`config.mk`:
```
export PLATFORM = sky130hd
export DESIGN_NAME = div_unit
export DESIGN_NICKNAME = d
export VERILOG_FILES = /design/src/rtl/div_unit_pkg.sv /design/src/rtl/div_unit.sv
export SDC_FILE = /design/constraint.sdc
export NUM_CORES = 1
export LEC_CHECK = 0
export ABC_AREA = 1
export CORE_MARGIN = 3
export CORE_UTILIZATION = 50
export CTS_BUF_LIST = sky130_fd_sc_hd__clkbuf_16
export DETAILED_ROUTE_END_ITERATION = 10
export PLACE_DENSITY = 0.67
export RECOVER_POWER = 50
export SLEW_MARGIN = 20
export SYNTH_ARGS = -nofsm -noshare
export SYNTH_HDL_FRONTEND = slang
export SYNTH_SLANG_ARGS = --single-unit
export TNS_END_PERCENT = 5
```
`constraint.sdc`:
```
create_clock -name clk_i -period 8.95 [get_ports clk_i]
set_input_delay 1.3425 -clock clk_i [delete_from_list [all_inputs] [get_ports clk_i]]
set_output_delay 1.3425 -clock clk_i [all_outputs]
set_load 0.02 [all_outputs]
```
`src/rtl/div_unit_pkg.sv`:
```
// Shared encodings for the iterative divider: op codes, FSM states and the step count.
package div_unit_pkg;

  localparam int unsigned RDATA_WIDTH = 32;
  localparam int unsigned DIV_CYCLES  = 32;

  typedef enum logic [1:0] {
    DivOpDiv  = 2'b00,
    DivOpDivu = 2'b01,
    DivOpRem  = 2'b10,
    DivOpRemu = 2'b11
  } div_op_e;

  typedef enum logic [1:0] {
    StIdle = 2'b00,
    StOn   = 2'b01,
    StEnd  = 2'b10
  } div_state_e;

  // Bit 0 clear selects the signed variants (DIV, REM).
  function automatic logic op_is_signed(logic [1:0] op);
    return ~op[0];
  endfunction

  // Bit 1 set selects the remainder variants (REM, REMU).
  function automatic logic op_is_rem(logic [1:0] op);
    return op[1];
  endfunction

endpackage

```
`src/rtl/div_unit.sv`:
```
// Restoring radix-2 divider: one quotient bit per cycle, sign fix-up on the final step.
// ready_o is a registered one-cycle pulse held while the FSM sits in StEnd.
module div_unit
  import div_unit_pkg::*;
#(
  parameter int unsigned DATA_W = RDATA_WIDTH
) (
  input  logic              clk_i,
  input  logic              rst_i,
  input  logic              start_i,
  input  logic [1:0]        op_i,
  input  logic [DATA_W-1:0] dividend_i,
  input  logic [DATA_W-1:0] divisor_i,
  input  logic              annul_i,
  output logic [DATA_W-1:0] result_o,
  output logic              ready_o,
  output logic              busy_o
);

  localparam logic [5:0] LastStep = 6'(DIV_CYCLES - 1);

  div_state_e        state_q, state_d;
  logic [5:0]        cnt_q, cnt_d;
  logic [1:0]        op_q, op_d;
  logic [DATA_W-1:0] quo_q, quo_d;
  logic [DATA_W-1:0] rem_q, rem_d;
  logic [DATA_W-1:0] dvs_q, dvs_d;
  logic              qneg_q, qneg_d;
  logic              rneg_q, rneg_d;
  logic [DATA_W-1:0] result_q, result_d;
  logic              ready_q, ready_d;

  logic [DATA_W:0]   shifted, diff;
  logic [DATA_W-1:0] step_quo, step_rem, fin_quo, fin_rem;
  logic              a_neg, b_neg;

  always_comb begin
    shifted = {rem_q, quo_q[DATA_W-1]};
    diff    = shifted - {1'b0, dvs_q};
    if (!diff[DATA_W]) begin
      step_rem = diff[DATA_W-1:0];
      step_quo = {quo_q[DATA_W-2:0], 1'b1};
    end else begin
      step_rem = shifted[DATA_W-1:0];
      step_quo = {quo_q[DATA_W-2:0], 1'b0};
    end
    // Sign fix-up applies to the post-step values so the result lands with ready_o.
    fin_quo = (op_is_signed(op_q) && qneg_q) ? (~step_quo + 1'b1) : step_quo;
    fin_rem = (op_is_signed(op_q) && rneg_q) ? (~step_rem + 1'b1) : step_rem;
  end

  always_comb begin
    state_d  = state_q;
    cnt_d    = cnt_q;
    op_d     = op_q;
    quo_d    = quo_q;
    rem_d    = rem_q;
    dvs_d    = dvs_q;
    qneg_d   = qneg_q;
    rneg_d   = rneg_q;
    result_d = result_q;
    ready_d  = 1'b0;
    a_neg    = op_is_signed(op_i) & dividend_i[DATA_W-1];
    b_neg    = op_is_signed(op_i) & divisor_i[DATA_W-1];

    unique case (state_q)
      StIdle: begin
        if (start_i) begin
          op_d   = op_i;
          quo_d  = a_neg ? (~dividend_i + 1'b1) : dividend_i;
          rem_d  = '0;
          dvs_d  = b_neg ? (~divisor_i + 1'b1) : divisor_i;
          qneg_d = a_neg ^ b_neg;
          rneg_d = a_neg;
          cnt_d  = '0;
          if (divisor_i == '0) begin
            state_d  = StEnd;
            ready_d  = 1'b1;
            result_d = op_is_rem(op_i) ? dividend_i : '1;
          end else begin
            state_d = StOn;
          end
        end
      end
      StOn: begin
        quo_d = step_quo;
        rem_d = step_rem;
        cnt_d = cnt_q + 6'd1;
        if (cnt_q == LastStep) begin
          state_d  = StEnd;
          ready_d  = 1'b1;
          result_d = op_is_rem(op_q) ? fin_rem : fin_quo;
        end
      end
      StEnd: begin
        state_d = StIdle;
      end
      default: begin
        state_d = StIdle;
      end
    endcase

    // A flush wins over everything, including a start in the same cycle.
    if (annul_i) begin
      state_d  = StIdle;
      ready_d  = 1'b0;
      cnt_d    = '0;
      result_d = result_q;
    end
  end

  always_ff @(posedge clk_i or posedge rst_i) begin
    if (rst_i) begin
      state_q  <= StIdle;
      cnt_q    <= '0;
      op_q     <= '0;
      quo_q    <= '0;
      rem_q    <= '0;
      dvs_q    <= '0;
      qneg_q   <= 1'b0;
      rneg_q   <= 1'b0;
      result_q <= '0;
      ready_q  <= 1'b0;
    end else begin
      state_q  <= state_d;
      cnt_q    <= cnt_d;
      op_q     <= op_d;
      quo_q    <= quo_d;
      rem_q    <= rem_d;
      dvs_q    <= dvs_d;
      qneg_q   <= qneg_d;
      rneg_q   <= rneg_d;
      result_q <= result_d;
      ready_q  <= ready_d;
    end
  end

  assign result_o = result_q;
  assign ready_o  = ready_q;
  assign busy_o   = (state_q != StIdle);

endmodule

```
* Word level (Yosys, flattened, before mapping)
Cells that the tools add are included.
** Word-level totals
- Word-level logic and storage cells :: 74
- Input bits :: 70
- Register bits :: 141
** Cells by class
- Muxes and demuxes :: 29
- Bitwise operators :: 10
- Equal/unequal tests :: 7
- $add $sub $neg :: 6
- Reduce and logical (&&, ||, !) cells :: 12
** Operators with widths (count)
- 32-bit 2-to-1 mux :: 12
- 32-bit case mux with 2 select lines :: 3
- 32-bit by 1-bit adder with 32-bit output, second input constant :: 4
- 32-bit NOT :: 4
- 33-bit by 32-bit subtractor with 33-bit output :: 1
- 32-bit logical NOT :: 1
- 6-bit 2-to-1 mux :: 2
- 6-bit case mux with 2 select lines :: 1
- 2-bit 2-to-1 mux :: 4
- 2-bit AND reduction :: 4
- 6-bit by 1-bit adder with 6-bit output, second input constant :: 1
- 6-bit by 5-bit equality test with 1-bit output, second input constant :: 1
- 2-bit != test, second input constant :: 3
- 3-bit != test, second input constant :: 2
- 1-bit 2-to-1 mux :: 5
- 5-bit AND reduction :: 1
- 2-bit case mux with 2 select lines :: 1
- 2-bit nonzero test :: 2
- 1-bit NOT :: 3
- 3-bit nonzero test :: 1
- 1-bit AND :: 2
- 2-bit by 1-bit equality test with 1-bit output, second input constant :: 1
- 1-bit logical AND :: 2
- 2-bit logical NOT :: 1
- 2 further kinds :: 2

* Logic depth before layout (Yosys ltp)
- Word-level depth :: 8
- Depth in mapped cells :: 34
- Depth with buffers taken out :: 33

* Least setup slack after synthesis
OpenSTA, ideal clock, no wires.
- Path kind :: register to register
- Start :: register quo_q[31]
- End :: register result_q[30] (netlist: result_o[30])
- Path buffers :: 1
- Required time :: 8884 ps
- Slack :: 5013 ps
- Arrival :: 3871 ps
- Period minus slack after synthesis :: 3937 ps
- Stages on the path, launching flop included :: 35
- Cells stage by stage :: dfrtp_1 inv_1 ha_1 fa_1 inv_1 nand2_1 nand2_1 nand3_1 nand2_2 nand2_2 nand2_2 nand2_4 nand2_4 nand2_4 nand2_4 buf_2 ha_1 nand3_1 nor3_2 nand2_1 nor3_1 nand2_1 nor3_2 nand3_1 nor2_1 nand2_1 nand2_1 nand2_1 nand2_1 nand2_1 o21ai_0 inv_1 nand2_1 nand2_1 nand2_1
** Between the ends
- Longest elaborated chain between the ends :: 8
- Elaborated cells between the ends (all ways) :: 12
- Those cells by class :: 3 x add/sub; 7 x mux; 2 x bitwise
** Ends and longest elaborated chain
- from (decl) :: line div_unit.sv:25 : logic [DATA_W-1:0] quo_q, quo_d;
- from (signal assigned) :: line div_unit.sv:128 : quo_q <= quo_d;
- 33-bit by 32-bit subtractor with 33-bit output :: line div_unit.sv:39 : diff = shifted - {1'b0, dvs_q};
- 1-bit 2-to-1 mux or 32-bit 2-to-1 mux (tied branches) :: line div_unit.sv:40 : if (!diff[DATA_W]) begin
- 32-bit NOT, on equally long branches :: line div_unit.sv:48, div_unit.sv:49
- 32-bit by 1-bit adder with 32-bit output, on equally long branches :: line div_unit.sv:48, div_unit.sv:49
- 32-bit 2-to-1 mux, on equally long branches :: line div_unit.sv:48, div_unit.sv:49
- 32-bit 2-to-1 mux (*) :: line div_unit.sv:92 : result_d = op_is_rem(op_q) ? fin_rem : fin_quo;
- 32-bit 2-to-1 mux (*) :: line div_unit.sv:89 : if (cnt_q == LastStep) begin
- 32-bit case mux with 2 select lines (*) :: line div_unit.sv:66 : unique case (state_q)
- to (signal assigned) :: line div_unit.sv:133 : result_q <= result_d;
- to (decl) :: line div_unit.sv:30 : logic [DATA_W-1:0] result_q, result_d;
Every way passes the cells marked *; elsewhere a longest branch is shown, timed or not. The select of a mux whose other input is x is not followed.
A chain may end at the register's enable or synchronous reset.

* Worst setup path after layout
- Start :: input start_i
- End :: register cnt_q[5]
** Between the ends
- Longest elaborated chain between the ends :: 2
** Ends and longest elaborated chain
- from (decl) :: line div_unit.sv:10 : input logic start_i,
- 3-bit != test (no source line)
- 2-bit AND reduction (no source line)
- to (signal assigned) :: line div_unit.sv:126 : cnt_q <= cnt_d;
- to (decl) :: line div_unit.sv:23 : logic [5:0] cnt_q, cnt_d;
No other way between the ends.

==> flow_summary_export.csv <==
group,metric,value,unit
synthesis,dominantRegCellSynth,"dfrtp_1",
die,ios,104,
synthesis,netlist_area,0.0131,sq mm
sta,min_period_over_period,68.7,%
clock_tree,htree_num_levels,4,
finish,design_area,0.0148,sq mm
outcome,status,"complete, but fails checks",
setup_path,slowest_stage,"clkbuf_1",
clock_tree,worstSkewPairLatency,440,ps
sta,hold_slack,475,ps
synthesis,ys_warn_count,0,
finish,fillCellCount,2607,
outcome,violations,"capacitance limit, slew limit",
placement,io_buffer_count,103,
run,max_cap_viol_count,2,
synthesis,ys_types,53,
die,dieArea,0.0281,sq mm
grt,grt_pass1_vias,13200,
synthesis,synth_commonest_cells,"721 x nand2_1, 315 x inv_1, 192 x nor2_1",
setup_path,crit_required,9300,ps
synthesis,yosys_register_bits,141,
clock_tree,cts.sinks,141,
sta,fin_setup_tns,0,ps
grt,overflow,0,
routing,wl_per_cell,17.5,um
routing,postRouteWirelength,45100,um
sta,worst_pin_slew,3730,ps
clock_tree,clock_path_buffers,2,
synthesis,synth.top_cells.by_area,"dfrtp_1 27%, nand2_1 21%, inv_1 9.0%, nand3_1 7.3%, nor2_1 5.5%",
placement,gp_congestion,1.01,
sta,period_minus_slack,6150,ps
setup_path,crit_chain,"dlygate4sd3_1 > inv_1 > nor2_1 > clkbuf_1 > clkinv_1 > clkbuf_1 > nand2_2 > buf_4 > inv_1 > nand2_1 > nand4_1 > nor4_1 > nor3_1",
sta,slew_violations,147,
finish,final_core_util,58.1,%
routing,drtIter0Drc,1599,
synthesis,async_flop_share,100,%
clock_tree,clkTransAtPathRegs,70,ps
die,fp.dieW,168,um
setup_path,crit_path_start_kind,"primary input",
finish,nets,2345,
grt,antenna_found_initial,1,
synthesis,synth_most_common_cell,"nand2_1",
grt,grt_pass1_wl,71400,um
routing,via_count,14500,
sta,finClkSkew,14.4,ps
setup_path,critPathKind,"primary input to flop",
sta,relSlewSlack,-150,%
hold_path,hold_class,"flop to flop",
synthesis,synth.avg_cell_area,6.00,sq um
die,core_area,0.0255,sq mm
routing,drt_pass1_iterations,6,
routing,antenna_left,0,
routing,vias_per_cell,5.61,
clock_tree,cts_buffers,17,
sta,rsz0062_at_grt,"false",
clock_tree,cts-resized-gates,0,
synthesis,yosysTopAreaCell,"dfrtp_1",
synthesis,synth.top_cell.area_share,27.0,%
finish,layout-drive-gt1-share,4.93,%
die,die_y,168,um
finish,diodes,0,
setup_path,cp.arrival,6490,ps
die,std_cell_rows,58,
clock_tree,cts_tree,"built",
synthesis,synthCells,2179,
sta,hold_violations,0,
setup_path,slowest_delay,2130,ps
placement,placed_cell_area,0.0143,sq mm
placement,place_hpwl,34000,um
die,start_util,51.3,%
clock_tree,cts_root_buf,"clkbuf_16",
clock_tree,cts_setup_buffers,0,
sta,timing.fmax,0.163,GHz
grt,grtUsageTotal,31.7,%
routing,drc,0,
grt,grt_max_degree,96,
clock_tree,cts_hold_buf,0,
sta,setup_viol,0,
finish,area_growth,13.2,%
setup_path,cp_max_fo,75,
synthesis,synth_edf_count,0,
synthesis,seq_area_frac_synth,27.0,%
synthesis,synthesis.nets,2287,
setup_path,critPathCaptureType,"flop",
## routing by layer
metal,vias up,share of wire [%],track usage (%),wire length (um)
li1,7129,-,-,-
met1,6631,46,47.0,20900
met2,633,43,47.2,19200
met3,92,8.4,5.45,3780
met4,0,2.8,9.64,1260
met5,-,0,0,0
## sequential cells by signal, summed over array words and instances (netlist names)
name,cells
ready_o,1
result_o,32
rneg_q,1
dvs_q,32
state_q,2
qneg_q,1
cnt_q,6
op_q,2
rem_q,32
quo_q,32
## per-stage QoR
step                std cells  worst slack (ps)
floorplan                2179              3830
global placement         2548              4030
CTS                      2580              4080
detailed placement       2548              4050
finish                   2580              2800
global route             2580              2420
## cell usage in the layout (no fill, tap or decap), types with 3 or more instances in the layout
cell type / instances
nand2_1: 720
nand2_4: 6
clkinv_1: 3
clkdlybuf4s50_1: 66
o2111ai_1: 11
o41ai_1: 3
inv_6: 4
nor2_1: 189
nor3_1: 37
xnor2_1: 8
nand3b_1: 11
o21ai_0: 131
nand2_2: 30
nand3_1: 191
o21ai_1: 9
inv_1: 315
nor4_1: 7
inv_2: 6
o211ai_1: 15
o31ai_1: 4
a21oi_2: 3
buf_4: 12
a31oi_1: 27
o22ai_1: 31
clkbuf_16: 17
a21oi_1: 60
clkinv_4: 3
ha_1: 37
nor3_2: 4
dfrtp_1: 141
nand4_1: 30
nor2_2: 7
xor2_1: 40
dlygate4sd3_1: 37
clkinvlp_4: 4
## worst max-delay path, delay by kind of cell
kind,cells,cell delay (ps)
AND/OR/NAND/NOR,6,780
buffers and inverters,7,4360
## cell families (layout without fill, tap and decap cells)
kind of cell               after synthesis  count (layout)  share of synthesized area (%)
AOI/OAI and AO/OA                      305             305                           13.4
and+or+nand+nor                       1244            1244                           40.6
adders and majority gates               38              38                           3.69
xor gates and xnor gates                48              48                           3.21
DFF                                    141             141                           27.0
buffers and inverters                  403             474                           12.1
## worst paths after layout
path / from / end / slack [ps] / cells after the start
min in group asynchronous: rst_i / dvs_q[7] / 2440 / 2
max: start_i / cnt_q[5] / 2800 / 13
max in group asynchronous: rst_i / quo_q[30] / 4280 / 3
min: result_o[14] / result_o[14] / 480 / 2
max reg2reg: state_q[1] / cnt_q[5] / 3660 / 13
min reg2reg: result_o[14] / result_o[14] / 480 / 2
## area by class of cell
class / instances / area (sq um) / share of cell area, %
clock inverter: 15 / 116 / 0.786
clock buffer: 17 / 425 / 2.87
sequential: 141 / 3530 / 23.8
timing repair buffer: 117 / 1130 / 7.62
inverter: 325 / 1220 / 8.26
tap: 330 / 413 / 2.79
multi-input combinational: 1635 / 7970 / 53.8
Power is not shown: default switching activity piles up to over one toggle a cycle in this logic, so the estimate is an artifact.
